**src/rtl/eeg_pea_eng_feed.sv**
```systemverilog
// ============================================================================
// Module  : eeg_pea_eng_feed
// Brief   : DIN-side feeder for one engine PE: walks activation RAM and emits
//           one beat per weight tap, with a one-deep activation prefetch.
// Revision: 1.0 - initial release
// ============================================================================
`default_nettype none

module eeg_pea_eng_feed #(
  parameter int DATA_ACT_DW = 8,
  parameter int DATA_WEI_DW = 8,
  parameter int ARAM_ADD_AW = 10,
  parameter int CONV_WEI_DW = 3
) (
  input  logic                   clk,
  input  logic                   rst_n,
  output logic                   IS_IDLE,
  input  logic                   CFG_START,
  input  logic [ARAM_ADD_AW-1:0] CFG_ACT_BEG,
  input  logic [ARAM_ADD_AW-1:0] CFG_ACT_END,
  input  logic [CONV_WEI_DW-1:0] CFG_CONV_WEI,
  input  logic                   WEI_WR_EN,
  input  logic [CONV_WEI_DW-1:0] WEI_WR_IDX,
  input  logic [DATA_WEI_DW-1:0] WEI_WR_DAT,
  output logic                   ARAM_RD_EN,
  output logic [ARAM_ADD_AW-1:0] ARAM_RD_ADD,
  input  logic [DATA_ACT_DW-1:0] ARAM_RD_DAT,
  output logic                   DIN_VLD,
  input  logic                   DIN_RDY,
  output logic                   ACT_LST,
  output logic                   WEI_LST,
  output logic [DATA_ACT_DW-1:0] ACT_DAT,
  output logic [ARAM_ADD_AW-1:0] ACT_ADD,
  output logic [DATA_WEI_DW-1:0] WEI_DAT,
  output logic [CONV_WEI_DW-1:0] WEI_IDX
);

  localparam int c_rf_depth = 2**CONV_WEI_DW;

  typedef enum logic [0:0] {
    ST_IDLE = 1'b0,
    ST_FEED = 1'b1
  } state_t;

  state_t                 r_state;
  logic [ARAM_ADD_AW-1:0] r_beg_unused_guard;
  logic [ARAM_ADD_AW-1:0] r_end;
  logic [CONV_WEI_DW-1:0] r_wei;
  logic [ARAM_ADD_AW:0]   r_rd_ptr;
  logic [ARAM_ADD_AW-1:0] r_rd_add;
  logic                   r_rd_pend;
  logic                   r_nxt_vld;
  logic [DATA_ACT_DW-1:0] r_nxt_dat;
  logic [ARAM_ADD_AW-1:0] r_nxt_add;
  logic                   r_cur_vld;
  logic [DATA_ACT_DW-1:0] r_cur_dat;
  logic [ARAM_ADD_AW-1:0] r_cur_add;
  logic [CONV_WEI_DW-1:0] r_k;
  logic [DATA_WEI_DW-1:0] r_wei_rf [c_rf_depth];

  logic                   w_feed;
  logic                   w_accept;
  logic                   w_wei_lst;
  logic                   w_act_lst;
  logic                   w_cur_done;
  logic                   w_last_beat;
  logic                   w_nxt_avail;
  logic                   w_nxt_pop;
  logic                   w_rd_issue;
  logic                   w_start_ok;
  logic [DATA_ACT_DW-1:0] w_nxt_dat;
  logic [ARAM_ADD_AW-1:0] w_nxt_add;

  assign w_feed      = (r_state == ST_FEED);
  assign w_accept    = r_cur_vld & DIN_RDY;
  assign w_wei_lst   = (r_k == r_wei - 1'b1);
  assign w_act_lst   = (r_cur_add == r_end);
  assign w_cur_done  = w_accept & w_wei_lst;
  assign w_last_beat = w_cur_done & w_act_lst;

  // Read data arriving this cycle may be promoted straight into cur, so the
  // prefetch slot is treated as occupied while a read is pending.
  assign w_nxt_avail = r_nxt_vld | r_rd_pend;
  assign w_nxt_pop   = w_nxt_avail & (~r_cur_vld | w_cur_done);
  assign w_nxt_dat   = r_nxt_vld ? r_nxt_dat : ARAM_RD_DAT;
  assign w_nxt_add   = r_nxt_vld ? r_nxt_add : r_rd_add;

  assign w_rd_issue  = w_feed & (r_rd_ptr <= {1'b0, r_end}) & ~r_rd_pend
                     & (~r_nxt_vld | w_nxt_pop);
  assign w_start_ok  = ~w_feed & CFG_START & (CFG_CONV_WEI != '0)
                     & (CFG_ACT_BEG <= CFG_ACT_END);

  assign IS_IDLE     = ~w_feed;
  assign ARAM_RD_EN  = w_rd_issue;
  assign ARAM_RD_ADD = w_rd_issue ? r_rd_ptr[ARAM_ADD_AW-1:0] : '0;
  assign DIN_VLD     = r_cur_vld;
  assign ACT_LST     = r_cur_vld & w_act_lst;
  assign WEI_LST     = r_cur_vld & w_wei_lst;
  assign ACT_DAT     = r_cur_vld ? r_cur_dat : '0;
  assign ACT_ADD     = r_cur_vld ? r_cur_add : '0;
  assign WEI_DAT     = r_cur_vld ? r_wei_rf[r_k] : '0;
  assign WEI_IDX     = r_cur_vld ? r_k : '0;

  always_ff @(posedge clk or negedge rst_n) begin
    if (!rst_n) begin
      for (int i = 0; i < c_rf_depth; i++) r_wei_rf[i] <= '0;
    end else if (~w_feed && WEI_WR_EN) begin
      r_wei_rf[WEI_WR_IDX] <= WEI_WR_DAT;
    end
  end

  always_ff @(posedge clk or negedge rst_n) begin
    if (!rst_n) begin
      r_state            <= ST_IDLE;
      r_beg_unused_guard <= '0;
      r_end              <= '0;
      r_wei              <= '0;
      r_rd_ptr           <= '0;
      r_rd_add           <= '0;
      r_rd_pend          <= 1'b0;
      r_nxt_vld          <= 1'b0;
      r_nxt_dat          <= '0;
      r_nxt_add          <= '0;
      r_cur_vld          <= 1'b0;
      r_cur_dat          <= '0;
      r_cur_add          <= '0;
      r_k                <= '0;
    end else begin
      case (r_state)
        ST_IDLE: begin
          if (w_start_ok) begin
            r_beg_unused_guard <= CFG_ACT_BEG;
            r_end              <= CFG_ACT_END;
            r_wei              <= CFG_CONV_WEI;
            r_rd_ptr           <= {1'b0, CFG_ACT_BEG};
            r_rd_pend          <= 1'b0;
            r_nxt_vld          <= 1'b0;
            r_cur_vld          <= 1'b0;
            r_k                <= '0;
            r_state            <= ST_FEED;
          end
        end
        ST_FEED: begin
          r_rd_pend <= w_rd_issue;
          if (w_rd_issue) begin
            r_rd_ptr <= r_rd_ptr + 1'b1;
            r_rd_add <= r_rd_ptr[ARAM_ADD_AW-1:0];
          end
          if (r_rd_pend && !w_nxt_pop) begin
            r_nxt_vld <= 1'b1;
            r_nxt_dat <= ARAM_RD_DAT;
            r_nxt_add <= r_rd_add;
          end else if (w_nxt_pop) begin
            r_nxt_vld <= 1'b0;
          end
          if (w_nxt_pop) begin
            r_cur_vld <= 1'b1;
            r_cur_dat <= w_nxt_dat;
            r_cur_add <= w_nxt_add;
            r_k       <= '0;
          end else if (w_cur_done) begin
            r_cur_vld <= 1'b0;
          end else if (w_accept) begin
            r_k <= r_k + 1'b1;
          end
          if (w_last_beat) r_state <= ST_IDLE;
        end
        default: r_state <= ST_IDLE;
      endcase
    end
  end

endmodule

`default_nettype wire

```
**config.mk**
```make
export PLATFORM = sky130hd
export DESIGN_NAME = eeg_pea_eng_feed
export DESIGN_NICKNAME = d
export VERILOG_FILES = /design/src/rtl/eeg_pea_eng_feed.sv
export SDC_FILE = /design/constraint.sdc
export NUM_CORES = 1
export LEC_CHECK = 0
export BUFFER_PORTS_ARGS = -buffer_cell sky130_fd_sc_hd__buf_2
export CORE_UTILIZATION = 35
export CTS_CLUSTER_SIZE = 14
export DETAILED_ROUTE_END_ITERATION = 7
export GPL_TIMING_DRIVEN = 0
export PLACE_DENSITY_LB_ADDON = 0.25
export SLEW_MARGIN = 10
export SYNTH_ARGS = -nofsm -noshare
export SYNTH_HDL_FRONTEND = slang
export SYNTH_SLANG_ARGS = --single-unit
```
**constraint.sdc**
```tcl
create_clock -name clk -period 4.91 [get_ports clk]
set_input_delay 0.982 -clock clk [delete_from_list [all_inputs] [get_ports clk]]
set_output_delay 0.982 -clock clk [all_outputs]
set_load 0.02 [all_outputs]
```
* Word-level counts from Yosys, hierarchy flattened
Cells that the tools add are included. W data, S select, Z words.
Word-level totals: register bits 141, input port bits 47
Operators by class: add/sub/neg operators 3, order comparisons 5, equal/unequal tests 8, mux-type cells 32, bitwise logic cells 21, reduce and logical (&&, ||, !) cells 13
Operators by type and width (count):
- $bwmux W64 | 1
- $mux W8 | 6
- $mux W10 | 3
- $bmux W8 S3 | 1
- $demux W8 S3 | 1
- $mux W11 | 2
- $pmux W11 S2 | 1
- $mux W3 | 5
- $reduce_and A2 Y1 | 7
- $and A1 B1 Y1 | 12
- $add A11 B1 Y11 const B | 1
- $le A11 B10 Y1 | 1
- $eq A10 B10 Y1 | 1
- $le A10 B10 Y1 | 1
- $ne A3 B1 Y1 const B | 3
- $ge A4 B4 Y1 const B | 2
- $not A3 Y4 | 2
- $pmux W1 S2 | 4
- $mux W1 | 7
- $pmux W3 S2 | 1
- $lt A4 B1 Y1 const B | 1
- $ne A2 B1 Y1 const B | 2
- $not A1 Y1 | 4
- $add A3 B1 Y3 const B | 1
- other kinds (8) | 12

* Depth between registers and ports, before layout
depth after elaboration 9, depth in mapped cells 10, mapped depth without buffers 9

* Worst setup path before layout
Ideal clock, no wire load.
path kind flip-flop to output port, start reg r_wei[0], end out ARAM_RD_ADD[1], arrival 2051 ps, required time 3928 ps, slack 1877 ps, cell stages (with the launch flop) 10, buffers on the path 1, path through dfrtp_1 inv_1 ha_1 xnor3_1 nand4_1 and2_4 a22o_4 inv_2 buf_4 and2_1
Between the ends: longest elaborated chain between the ends 8
RTL lines:
- from (decl) | line 48 | logic [CONV_WEI_DW-1:0] r_wei;
- from (signal assigned) | line 117 | r_wei <= '0;
- from (signal assigned) | line 134 | r_wei <= CFG_CONV_WEI;
- $sub A3 B1 Y3 | line 76 | assign w_wei_lst = (r_k == r_wei - 1'b1);
- $eq A3 B3 Y1 | line 76
- $and A1 B1 Y1 | line 78 | assign w_cur_done = w_accept & w_wei_lst;
- $or A1 B1 Y1 | line 84 | assign w_nxt_pop = w_nxt_avail & (~r_cur_vld | w_cur_done);
- $and A1 B1 Y1 | line 84
- $or A1 B1 Y1 | line 89 | & (~r_nxt_vld | w_nxt_pop);
- $and A1 B1 Y1 | line 89
- named net ARAM_RD_EN | line 25 | output logic ARAM_RD_EN,
- $mux W10 | line 95 | assign ARAM_RD_ADD = w_rd_issue ? r_rd_ptr[ARAM_ADD_AW-1:0] : '0;
- to (decl) | line 26 | output logic [ARAM_ADD_AW-1:0] ARAM_RD_ADD,
The timed path passes the listed nets, and every way through them passes these cells.

* Worst setup path after layout
start reg r_wei[0], end out ARAM_RD_ADD[8]
Between the ends: longest elaborated chain between the ends 8
RTL lines (line):
- $sub A3 B1 Y3 | 76
- $eq A3 B3 Y1 | 76
- $and A1 B1 Y1 | 78
- $or A1 B1 Y1 | 84
- $and A1 B1 Y1 | 84
- $or A1 B1 Y1 | 89
- $and A1 B1 Y1 | 89
- $mux W10 | 95
Every way passes these cells.

==> results.cfg <==
[setup_path]
critPathCaptureType = output pin
rrSetupSlack_ps = 2220
worstPathArrival_ps = 3040
worst_setup_path_start_kind = register
timing.rr.start = r_state
required_ps = 3930
critPathKind = reg2out
crit_path_max_fanout = 10
r2r_cells = 4
r2r_end = r_wei_rf[44]

[clock_network]
htreeDepth = 4
postCtsResizedCells = 0
numCtsBuffers = 17
postCtsSetupBuffers = 0
clkTransAtPathRegs_ps = 60
clock_path_buffers = 2
cts_tree = yes
ctsHoldBuffers = 0
clkLatencyLatePin_ps = 430
cts_sinks = 141
ctsRootBufferMaster = clkbuf_16

[synth]
yosysWarningCount = 0
synth_commonest_cells = dfrtp_1, mux2_2, nand2_1
async_flop_share_pct = 100.0
ys_ff_latch = 141
yosysTopAreaCell = dfrtp_1
avgSynthCellArea_sq_um = 12.15
syn-num-nets = 672
synth_flop_cell = dfrtp_1
yosysSeqAreaShare_pct = 48.22
synth_edf_count = 0
synth_area_leaders = dfrtp_1, mux2_2, mux4_2, mux2i_1, ha_1
yosysMostFrequentCell = dfrtp_1
syn_inst = 602
synthesis.area_sq_um = 7317
ys_types = 60
yosysTopAreaCellShare_pct = 48.22

[power_and_ir_drop]
vdd_drop_max_mv = 0.2721
power_density_nw_per_um2 = 349.7
p_total_mw = 3.054
leakagePower_nw = 4.280

[placement]
portBuffers = 88
gp_congestion = 0.8523
dp_hpwl_microns = 13320
dp.cells = 961
dpl_cell_area_sq_um = 8129

[die]
num_rows = 52
die_area_sq_um = 21490
die_h_microns = 146.6
ios = 91
core-area_sq_um = 20360
die-width_microns = 146.6
start_util_pct = 35.93

[layout]
nets = 780
postLayoutCellArea_sq_um = 8735
finish.utilization_pct = 42.89
diodes = 0
layout-drive-gt1-share_pct = 35.96
fin_cells = 993
areaGrowthSynthToFinish_pct = 19.37

[worst_hold_path]
min_to = r_cur_dat[0]
holdCritStartpoint = r_cur_dat[0]
whs_path_depth = 2
hp-class = reg2reg

[drt]
via_count = 5165
drt_pass1_iterations = 4
drtIter0Drc = 248
drc_errors = 0
ant_nets = 0
avgViaCountPerCell = 5.201
routed_wirelength_microns = 18770
post_drt_wl_per_cell_microns = 18.90

[sta]
clock_skew_ps = 5.328
fin_crit_ps = 4025
final-setup-viol-count = 0
tightest_slew_ps = 1045
max_slew_margin_pct = 30.04
rsz0062_at_grt = false
slew_violations = 0
finalSetupTns_ps = 0
hold_violations = 0
min_period_over_period_pct = 81.98
timing.fmax_mhz = 248.4

[job]
drv_cap = 0

[grt]
grt_pass1_wl_microns = 30020
grt_overflow = 0
grt_max_degree = 74
antenna_found_initial = 0
grt_pass1_vias = 5518
track_usage_pct = 18.41

[run_status]
status = finished, final reports clean
-- layout make-up --
class	instances	area (sq um)
Buffer	31	186.4
Multi-Input combinational cell	398	3482
Tap cell	270	337.8
Clock inverter	15	180.2
Timing Repair Buffer	89	474.2
Inverter	32	120.1
Clock buffer	17	425.4
Sequential cell	141	3528
Fill cell	1918	11630
-- stage by stage --
stage | hold slack (ps) | worst slack (ps)
detailed placement | 461.3 | 1334
floorplan | 443.6 | 1877
global route | 500.5 | 750.0
CTS | 475.9 | 905.9
global placement | 454.7 | 895.5
finish | 469.9 | 884.7
-- power breakdown --
part	internal, mW	switching (mW)	leakage (nW)
combinational	0.206	0.323	2.09
clock	0.768	0.553	0.295
sequential	1.19	0.0192	1.89
total	2.16	0.895	4.28
-- registers in the layout, indices dropped and copies added (netlist names) --
name	flops
r_nxt_dat	8
r_cur_dat	8
DIN_VLD	1
r_rd_ptr	11
r_state	1
r_wei_rf	64
r_end	10
r_cur_add	10
r_k	3
r_rd_pend	1
r_nxt_vld	1
r_nxt_add	10
r_rd_add	10
r_wei	3
-- cells in the final DEF, fill, tap and decap left out, drive strengths merged, types with 9 or more instances in the layout --
cell type    n
nor2        20
buf        107
inv         38
clkbuf      30
o21ai       36
mux4        16
mux2        87
nand4        9
nand2       35
a21oi       10
mux2i       29
a21o        13
dfrtp      141
nand3       16
xnor2       10
ha          23
and2        32
-- worst max-delay path, cell delays in order (launching register included) --
cell	delay (ps)
dfrtp_1	430
inv_1	70
ha_1	200
xnor3_1	380
nand4_1	230
and2_4	270
a22o_4	260
inv_2	130
buf_4	210
and2_1	250
buf_2	200
-- cells by family (layout without fill, tap and decap cells) --
group | count (synthesis) | count (layout) | share of synthesized area, %
AOI/OAI and AO/OA | 89 | 89 | 8.619
xor gates and xnor gates | 14 | 14 | 2.069
adders and majority gates | 23 | 23 | 3.933
buffers and inverters | 63 | 184 | 4.189
DFF | 141 | 141 | 48.22
muxes | 132 | 132 | 22.74
and+or+nand+nor | 140 | 140 | 10.23
-- layer usage --
layer | track usage (%) | share of wire (%)
met5 | 0 | 0
met4 | 7.396 | 2.1
met3 | 3.938 | 4.4
met2 | 31.04 | 50
met1 | 22.89 | 44
-- worst max path at each step --
stage,startpoint,to,slack [ps]
after floorplan,r_wei[0],ARAM_RD_ADD[1],1880
after global placement,rst_n,r_wei_rf[9],900
after detailed placement,DIN_RDY,ARAM_RD_ADD[7],1330
after CTS,r_wei[0],ARAM_RD_ADD[7],910
after global routing,r_wei[0],ARAM_RD_ADD[8],750
final,r_wei[0],ARAM_RD_ADD[8],880
(Power assumes the default switching activity.)
